## src/rtl/maze_countdown_timer_if.sv

```systemverilog
// Control and status bundle for maze_countdown_timer.
// BCD display fields exist only when MAZE_TIMER_BCD_EN is defined.
interface maze_countdown_timer_if;
   logic       load;
   logic [6:0] load_mins;
   logic [5:0] load_secs;
   logic       start;
   logic       pause;
   logic       add_en;
   logic [5:0] add_secs;
   logic       running;
   logic       tick;
   logic       warning;
   logic       timer_end;
   logic [6:0] min_out;
   logic [5:0] sec_out;
`ifdef MAZE_TIMER_BCD_EN
   logic [7:0] min_bcd;
   logic [7:0] sec_bcd;
`endif

   modport slave (
      input  load, load_mins, load_secs, start, pause, add_en, add_secs,
`ifdef MAZE_TIMER_BCD_EN
      output min_bcd, sec_bcd,
`endif
      output running, tick, warning, timer_end, min_out, sec_out
   );

   modport master (
      output load, load_mins, load_secs, start, pause, add_en, add_secs,
`ifdef MAZE_TIMER_BCD_EN
      input  min_bcd, sec_bcd,
`endif
      input  running, tick, warning, timer_end, min_out, sec_out
   );
endinterface

```

## src/rtl/maze_countdown_timer.sv

```systemverilog
// Minutes/seconds countdown game timer with pause, bonus add and sticky expiry.
// Optional packed-BCD display outputs are enabled by MAZE_TIMER_BCD_EN.
module maze_countdown_timer #(
   parameter int CLK_F     = 50000000,
   parameter int DEF_MINS  = 1,
   parameter int DEF_SECS  = 0,
   parameter int MAX_MINS  = 99,
   parameter int WARN_SECS = 10
) (
   input logic              clock,
   input logic              reset,
   maze_countdown_timer_if.slave bus
);
   localparam int          PW      = $clog2(CLK_F);
   localparam logic [PW-1:0] TERM  = PW'(CLK_F - 1);
   localparam logic [12:0] MAX_TOT = 13'(MAX_MINS * 60 + 59);

   typedef enum logic [1:0] {IDLE, RUN, PAUSED, EXPIRED} state_t;

   state_t        state_reg, state_next;
   logic [PW-1:0] presc_reg, presc_next;
   logic [6:0]    min_reg, min_next;
   logic [5:0]    sec_reg, sec_next;
   logic          tick_reg, timer_end_reg;

   logic [12:0]   tot_reg, dec_tot, sum_raw, sum_sat;
   logic          tick_fire, add_ok;
   logic [6:0]    load_min_clamped;
   logic [5:0]    load_sec_clamped;

   always_ff @(posedge clock or negedge reset) begin
      if (!reset) state_reg <= IDLE;
      else        state_reg <= state_next;
   end

   // Time is handled as a single seconds total so tick and bonus combine in one step.
   always_comb begin
      tot_reg   = 13'(min_reg) * 13'd60 + 13'(sec_reg);
      tick_fire = (state_reg == RUN) && !bus.load && !bus.pause &&
                  (presc_reg == TERM) && (tot_reg != 13'd0);
      add_ok    = bus.add_en && !bus.load && (state_reg != EXPIRED);
      dec_tot   = tick_fire ? (tot_reg - 13'd1) : tot_reg;
      sum_raw   = add_ok ? (dec_tot + 13'(bus.add_secs)) : dec_tot;
      sum_sat   = (sum_raw > MAX_TOT) ? MAX_TOT : sum_raw;
      load_min_clamped = (bus.load_mins > 7'(MAX_MINS)) ? 7'(MAX_MINS) : bus.load_mins;
      load_sec_clamped = (bus.load_secs > 6'd59) ? 6'd59 : bus.load_secs;
   end

   always_comb begin
      state_next = state_reg;
      if (bus.load) begin
         state_next = IDLE;
      end else begin
         case (state_reg)
            IDLE:    if (bus.start) state_next = (sum_sat == 13'd0) ? EXPIRED : RUN;
            RUN: begin
               if (bus.pause)                          state_next = PAUSED;
               else if (tick_fire && sum_sat == 13'd0) state_next = EXPIRED;
            end
            PAUSED:  if (bus.start) state_next = RUN;
            default: state_next = EXPIRED;
         endcase
      end
   end

   always_comb begin
      bus.running = (state_reg == RUN);
      bus.warning = (state_reg != EXPIRED) && (tot_reg <= 13'(WARN_SECS)) &&
                    (tot_reg != 13'd0);
   end

   always_comb begin
      presc_next = presc_reg;
      if (bus.load || state_reg == IDLE || state_reg == EXPIRED) presc_next = '0;
      else if (state_reg == RUN && !bus.pause) presc_next = tick_fire ? '0 : presc_reg + 1'b1;
      if (bus.load) begin
         min_next = load_min_clamped;
         sec_next = load_sec_clamped;
      end else begin
         min_next = 7'(sum_sat / 13'd60);
         sec_next = 6'(sum_sat % 13'd60);
      end
   end

   always_ff @(posedge clock or negedge reset) begin
      if (!reset) begin
         presc_reg     <= '0;
         min_reg       <= 7'(DEF_MINS);
         sec_reg       <= 6'(DEF_SECS);
         tick_reg      <= 1'b0;
         timer_end_reg <= 1'b0;
      end else begin
         presc_reg     <= presc_next;
         min_reg       <= min_next;
         sec_reg       <= sec_next;
         tick_reg      <= tick_fire;
         timer_end_reg <= (state_next == EXPIRED);
      end
   end

   assign bus.tick      = tick_reg;
   assign bus.timer_end = timer_end_reg;
   assign bus.min_out   = min_reg;
   assign bus.sec_out   = sec_reg;

`ifdef MAZE_TIMER_BCD_EN
   function automatic logic [7:0] to_bcd(input logic [6:0] v);
      logic [6:0] s;
      s = (v > 7'd99) ? 7'd99 : v;
      return {4'(s / 7'd10), 4'(s % 7'd10)};
   endfunction

   logic [7:0] min_bcd_reg, sec_bcd_reg;

   always_ff @(posedge clock or negedge reset) begin
      if (!reset) begin
         min_bcd_reg <= to_bcd(7'(DEF_MINS));
         sec_bcd_reg <= to_bcd(7'(DEF_SECS));
      end else begin
         min_bcd_reg <= to_bcd(min_next);
         sec_bcd_reg <= to_bcd({1'b0, sec_next});
      end
   end

   assign bus.min_bcd = min_bcd_reg;
   assign bus.sec_bcd = sec_bcd_reg;
`endif
endmodule

```

## src/flat_wrapper.sv

```systemverilog
// flat-port wrapper written by rule: the top's interface ports become plain ports
module maze_countdown_timer_flat 
#(
   parameter int CLK_F     = 50000000,
   parameter int DEF_MINS  = 1,
   parameter int DEF_SECS  = 0,
   parameter int MAX_MINS  = 99,
   parameter int WARN_SECS = 10
)
  (clock, reset, bus_load, bus_load_mins, bus_load_secs, bus_start, bus_pause, bus_add_en, bus_add_secs, bus_running, bus_tick, bus_warning, bus_timer_end, bus_min_out, bus_sec_out);
  maze_countdown_timer_if bus_i ();
  input logic clock;
  input logic reset;
  input wire logic [$bits(bus_i.load)-1:0] bus_load;
  input wire logic [$bits(bus_i.load_mins)-1:0] bus_load_mins;
  input wire logic [$bits(bus_i.load_secs)-1:0] bus_load_secs;
  input wire logic [$bits(bus_i.start)-1:0] bus_start;
  input wire logic [$bits(bus_i.pause)-1:0] bus_pause;
  input wire logic [$bits(bus_i.add_en)-1:0] bus_add_en;
  input wire logic [$bits(bus_i.add_secs)-1:0] bus_add_secs;
  output wire logic [$bits(bus_i.running)-1:0] bus_running;
  output wire logic [$bits(bus_i.tick)-1:0] bus_tick;
  output wire logic [$bits(bus_i.warning)-1:0] bus_warning;
  output wire logic [$bits(bus_i.timer_end)-1:0] bus_timer_end;
  output wire logic [$bits(bus_i.min_out)-1:0] bus_min_out;
  output wire logic [$bits(bus_i.sec_out)-1:0] bus_sec_out;
  assign bus_i.load = bus_load;
  assign bus_i.load_mins = bus_load_mins;
  assign bus_i.load_secs = bus_load_secs;
  assign bus_i.start = bus_start;
  assign bus_i.pause = bus_pause;
  assign bus_i.add_en = bus_add_en;
  assign bus_i.add_secs = bus_add_secs;
  assign bus_running = bus_i.running;
  assign bus_tick = bus_i.tick;
  assign bus_warning = bus_i.warning;
  assign bus_timer_end = bus_i.timer_end;
  assign bus_min_out = bus_i.min_out;
  assign bus_sec_out = bus_i.sec_out;
  maze_countdown_timer #(.CLK_F(CLK_F), .DEF_MINS(DEF_MINS), .DEF_SECS(DEF_SECS), .MAX_MINS(MAX_MINS), .WARN_SECS(WARN_SECS)) u_core (.clock(clock), .reset(reset), .bus(bus_i));
endmodule
```

## config.mk

```make
export PLATFORM = sky130hd
export DESIGN_NAME = maze_countdown_timer_flat
export DESIGN_NICKNAME = d
export VERILOG_FILES = /design/src/rtl/maze_countdown_timer_if.sv /design/src/rtl/maze_countdown_timer.sv /design/src/flat_wrapper.sv
export SDC_FILE = /design/constraint.sdc
export NUM_CORES = 1
export LEC_CHECK = 0
export CORE_ASPECT_RATIO = 1.4
export CORE_MARGIN = 2
export CORE_UTILIZATION = 55
export CTS_BUF_LIST = sky130_fd_sc_hd__clkbuf_4 sky130_fd_sc_hd__clkbuf_8
export CTS_CLUSTER_SIZE = 8
export DETAILED_ROUTE_END_ITERATION = 16
export HOLD_SLACK_MARGIN = 0.15
export PLACE_DENSITY = 0.75
export SETUP_SLACK_MARGIN = 0.15
export SYNTH_ARGS = -nofsm -noshare
export SYNTH_HDL_FRONTEND = slang
export SYNTH_SLANG_ARGS = --single-unit
```

## constraint.sdc

```tcl
create_clock -name clock -period 24.1 [get_ports clock]
set_input_delay 7.23 -clock clock [delete_from_list [all_inputs] [get_ports clock]]
set_output_delay 7.23 -clock clock [all_outputs]
set_load 0.02 [all_outputs]
```

==> results.toml <==
[sta]
fin_tns_setup_ns = 0
fmax_mhz = 61.3
slew_viol_final = 0
fin_crit_sh = 0.677
post-route-min-period_ns = 16.31
setup_viol = 0
hold_violations = 0
slew_headroom = 0.342
rsz0062_at_grt = "no"
layout_setup_ws_ns = 7.79
fin_worst_skew_ns = 0.0145
tightestPinTransition_ns = 0.987

[placed_design]
placed_area_sq_um = 6220
pre_cts_slack_ns = 7.61
hpwl_um = 13200
gp_congestion = 0.958
port-buffer-count = 41

[yosys]
synthCells = 743
synthesis.area_sq_um = 5720
ys_types = 97
syn_nets = 810
synth_enable_flop_cells = 0
ys_seq_area_frac = 0.188
synth_flop_cell = "dfrtp_1"
avgSynthCellArea_sq_um = 7.69
ys_ff_latch = 43
synth_warnings = 0
ys_async_sr_fraction = 1.00

[layout]
multi_input_area_sq_um = 4420
drive_above_1_share = 0.0712
synthToLayoutAreaGrowth_pct = 10.9
diodes = 0
fill_cells = 963
fin_nets = 838
largest_reg_flops = 26
regArea_sq_um = 1080
final_area_sq_um = 6340

[worst_setup_path]
cp.arrival_ns = 16.53
worstSetupEndpointType = "register"
crit_fanout = 31
required_ns = 24.32
cp_slowest_cell = "xor2_1"
crit_type = "input pin to register"
crit_path_frequent_cell = "nand2_1"
critPathMaxStageDelay_ns = 0.72
crit_path_start_kind = "input pin"

[global_route]
top_usage_layer = "met2"
grtUsageMet1 = 0.361
grt_pass1_wl_um = 27700
antenna_found_initial = 0
grt_max_degree = 44
grtUsageMet3 = 0.0321
grt-ovfl-total = 0
grt_pass1_vias = 5661
met2_usage = 0.525
grt_use_total = 0.299

[clock_tree]
hold_buffers = 0
clk_latency_ns = 0.32
cts_buffer_depth = 2
cts_sinks = 43
clk_pin_slew_ns = 0.09
cts_buffers = 5
cts_root_buf = "clkbuf_8"
ctsHtreeMaxLevel = 2
ctsResizeCount = 0
cts_tree = "built"
post_cts_buffers = 0

[floorplanning]
die_w_um = 90.2
rows = 44
dieArea_sq_um = 11200
die_y_um = 125
io_pins = 42
start_util = 0.558
core_sq_um = 10200

[detailed_routing]
drc = 0
drt_wl_total_um = 16600
wl_per_cell_um = 18.3
vias_per_cell = 6.50
drt_iter0_markers = 426
ant_nets = 0
first_pass_iters = 5
vias = 5915

[run_status]
run_status = "complete, no violations"

[worst_hold_path]
holdCritPathClass = "register to register"

[flow_run]
max_cap_violations = 0
==> final cells by class <==
class,instances,area share
Clock inverter,3,0.00730
Tap cell,138,0.0272
Clock buffer,5,0.0109
Inverter,32,0.0189
Multi-Input combinational cell,644,0.697
Sequential cell,43,0.170
Timing Repair Buffer,45,0.0687
==> cells by family after synthesis <==
family | count (synthesis) | synth area share
AND/OR/NAND/NOR | 312 | 0.295
AO/OA/AOI/OAI | 246 | 0.295
buffers and inverters | 56 | 0.0383
flip-flops | 43 | 0.188
adder cells (fa/ha/maj) | 42 | 0.109
XOR/XNOR | 35 | 0.0576
multiplexers | 9 | 0.0166
==> cells in the final DEF (no fill, tap or decap), types with 8 or more instances in the layout <==
cell type        Yosys  layout
a211o_1              8       8
a211oi_1            10      10
a21o_1               9       9
a21oi_1             25      25
a31oi_1             14      14
and2_1               9       9
and3_1              20      20
clkdlybuf4s50_1      0      40
dfrtp_1             42      42
fa_1                13      13
ha_1                29      29
inv_1               32      32
nand2_1             67      67
nand2b_1            12      12
nand3_1             28      28
nand4_1             16      16
nor2_1              70      70
nor3_1              24      24
nor4_1              11      11
o211ai_1             9       9
o21a_1               8       8
o21ai_0             83      83
or4_1                8       8
xnor2_1             22      22
xor2_1              10      10
==> path summary, 6_finish.rpt <==
| check | startpoint | to | slack (ns) | cells after the start |
|---|---|---|---|---|
| worst max-delay path | bus_load | u_core.bus.sec_out[3] | 7.79 | 35 |
| worst min-delay path | u_core.presc_reg[6] | u_core.presc_reg[6] | 0.52 | 1 |
| worst max register to register | u_core.bus.min_out[0] | u_core.bus.sec_out[3] | 11.90 | 42 |
| worst min register to register | u_core.presc_reg[6] | u_core.presc_reg[6] | 0.52 | 1 |
| max in group asynchronous | reset | u_core.bus.min_out[6] | 16.42 | 1 |
| min in group asynchronous | reset | u_core.presc_reg[20] | 7.07 | 1 |
==> synthesized netlist by cell type (10+ instances only) <==
cell type / number / area, sq um
inv_1: 32 / 120
clkbuf_1: 19 / 71.3
nand3_1: 28 / 140
fa_1: 13 / 260
nand4_1: 16 / 100
nor2_1: 70 / 263
ha_1: 29 / 363
and3_1: 20 / 125
nor3_1: 24 / 120
a211oi_1: 10 / 75.1
xnor2_1: 22 / 193
nand2b_1: 12 / 75.1
nor4_1: 11 / 68.8
dfrtp_1: 42 / 1050
a31oi_1: 14 / 87.6
nand2_1: 67 / 251
o21ai_0: 83 / 415
xor2_1: 10 / 87.6
a21oi_1: 25 / 125
==> routing by layer <==
layer  vias to the layer above  share of wire
met4                         0          0.042
met1                      2794           0.40
met3                        43          0.050
li1                       2850              -
met5                         -              0
met2                       228           0.51
==> per-stage QoR <==
| stage | utilization | hold slack (ns) | cells |
|---|---|---|---|
| after floorplan | - | 0.455 | 743 |
| after global placement | 0.608 | 0.487 | 902 |
| after detailed placement | 0.608 | 0.507 | 902 |
| after CTS | 0.619 | 0.518 | 910 |
| after global routing | 0.619 | 0.541 | 910 |
| final | 0.619 | 0.518 | 910 |
==> critical path, delay by kind of cell <==
kind	cells	cell delay (ns)
buffers and inverters	3	0.69
xor gates and xnor gates	2	0.92
adders and majority gates	3	0.81
and+or+nand+nor	14	3.36
AOI/OAI and AO/OA	13	3.49
Power is left out: the tool's default activity adds up to more than one toggle a clock period on the data nets, which glitch-free logic cannot reach.
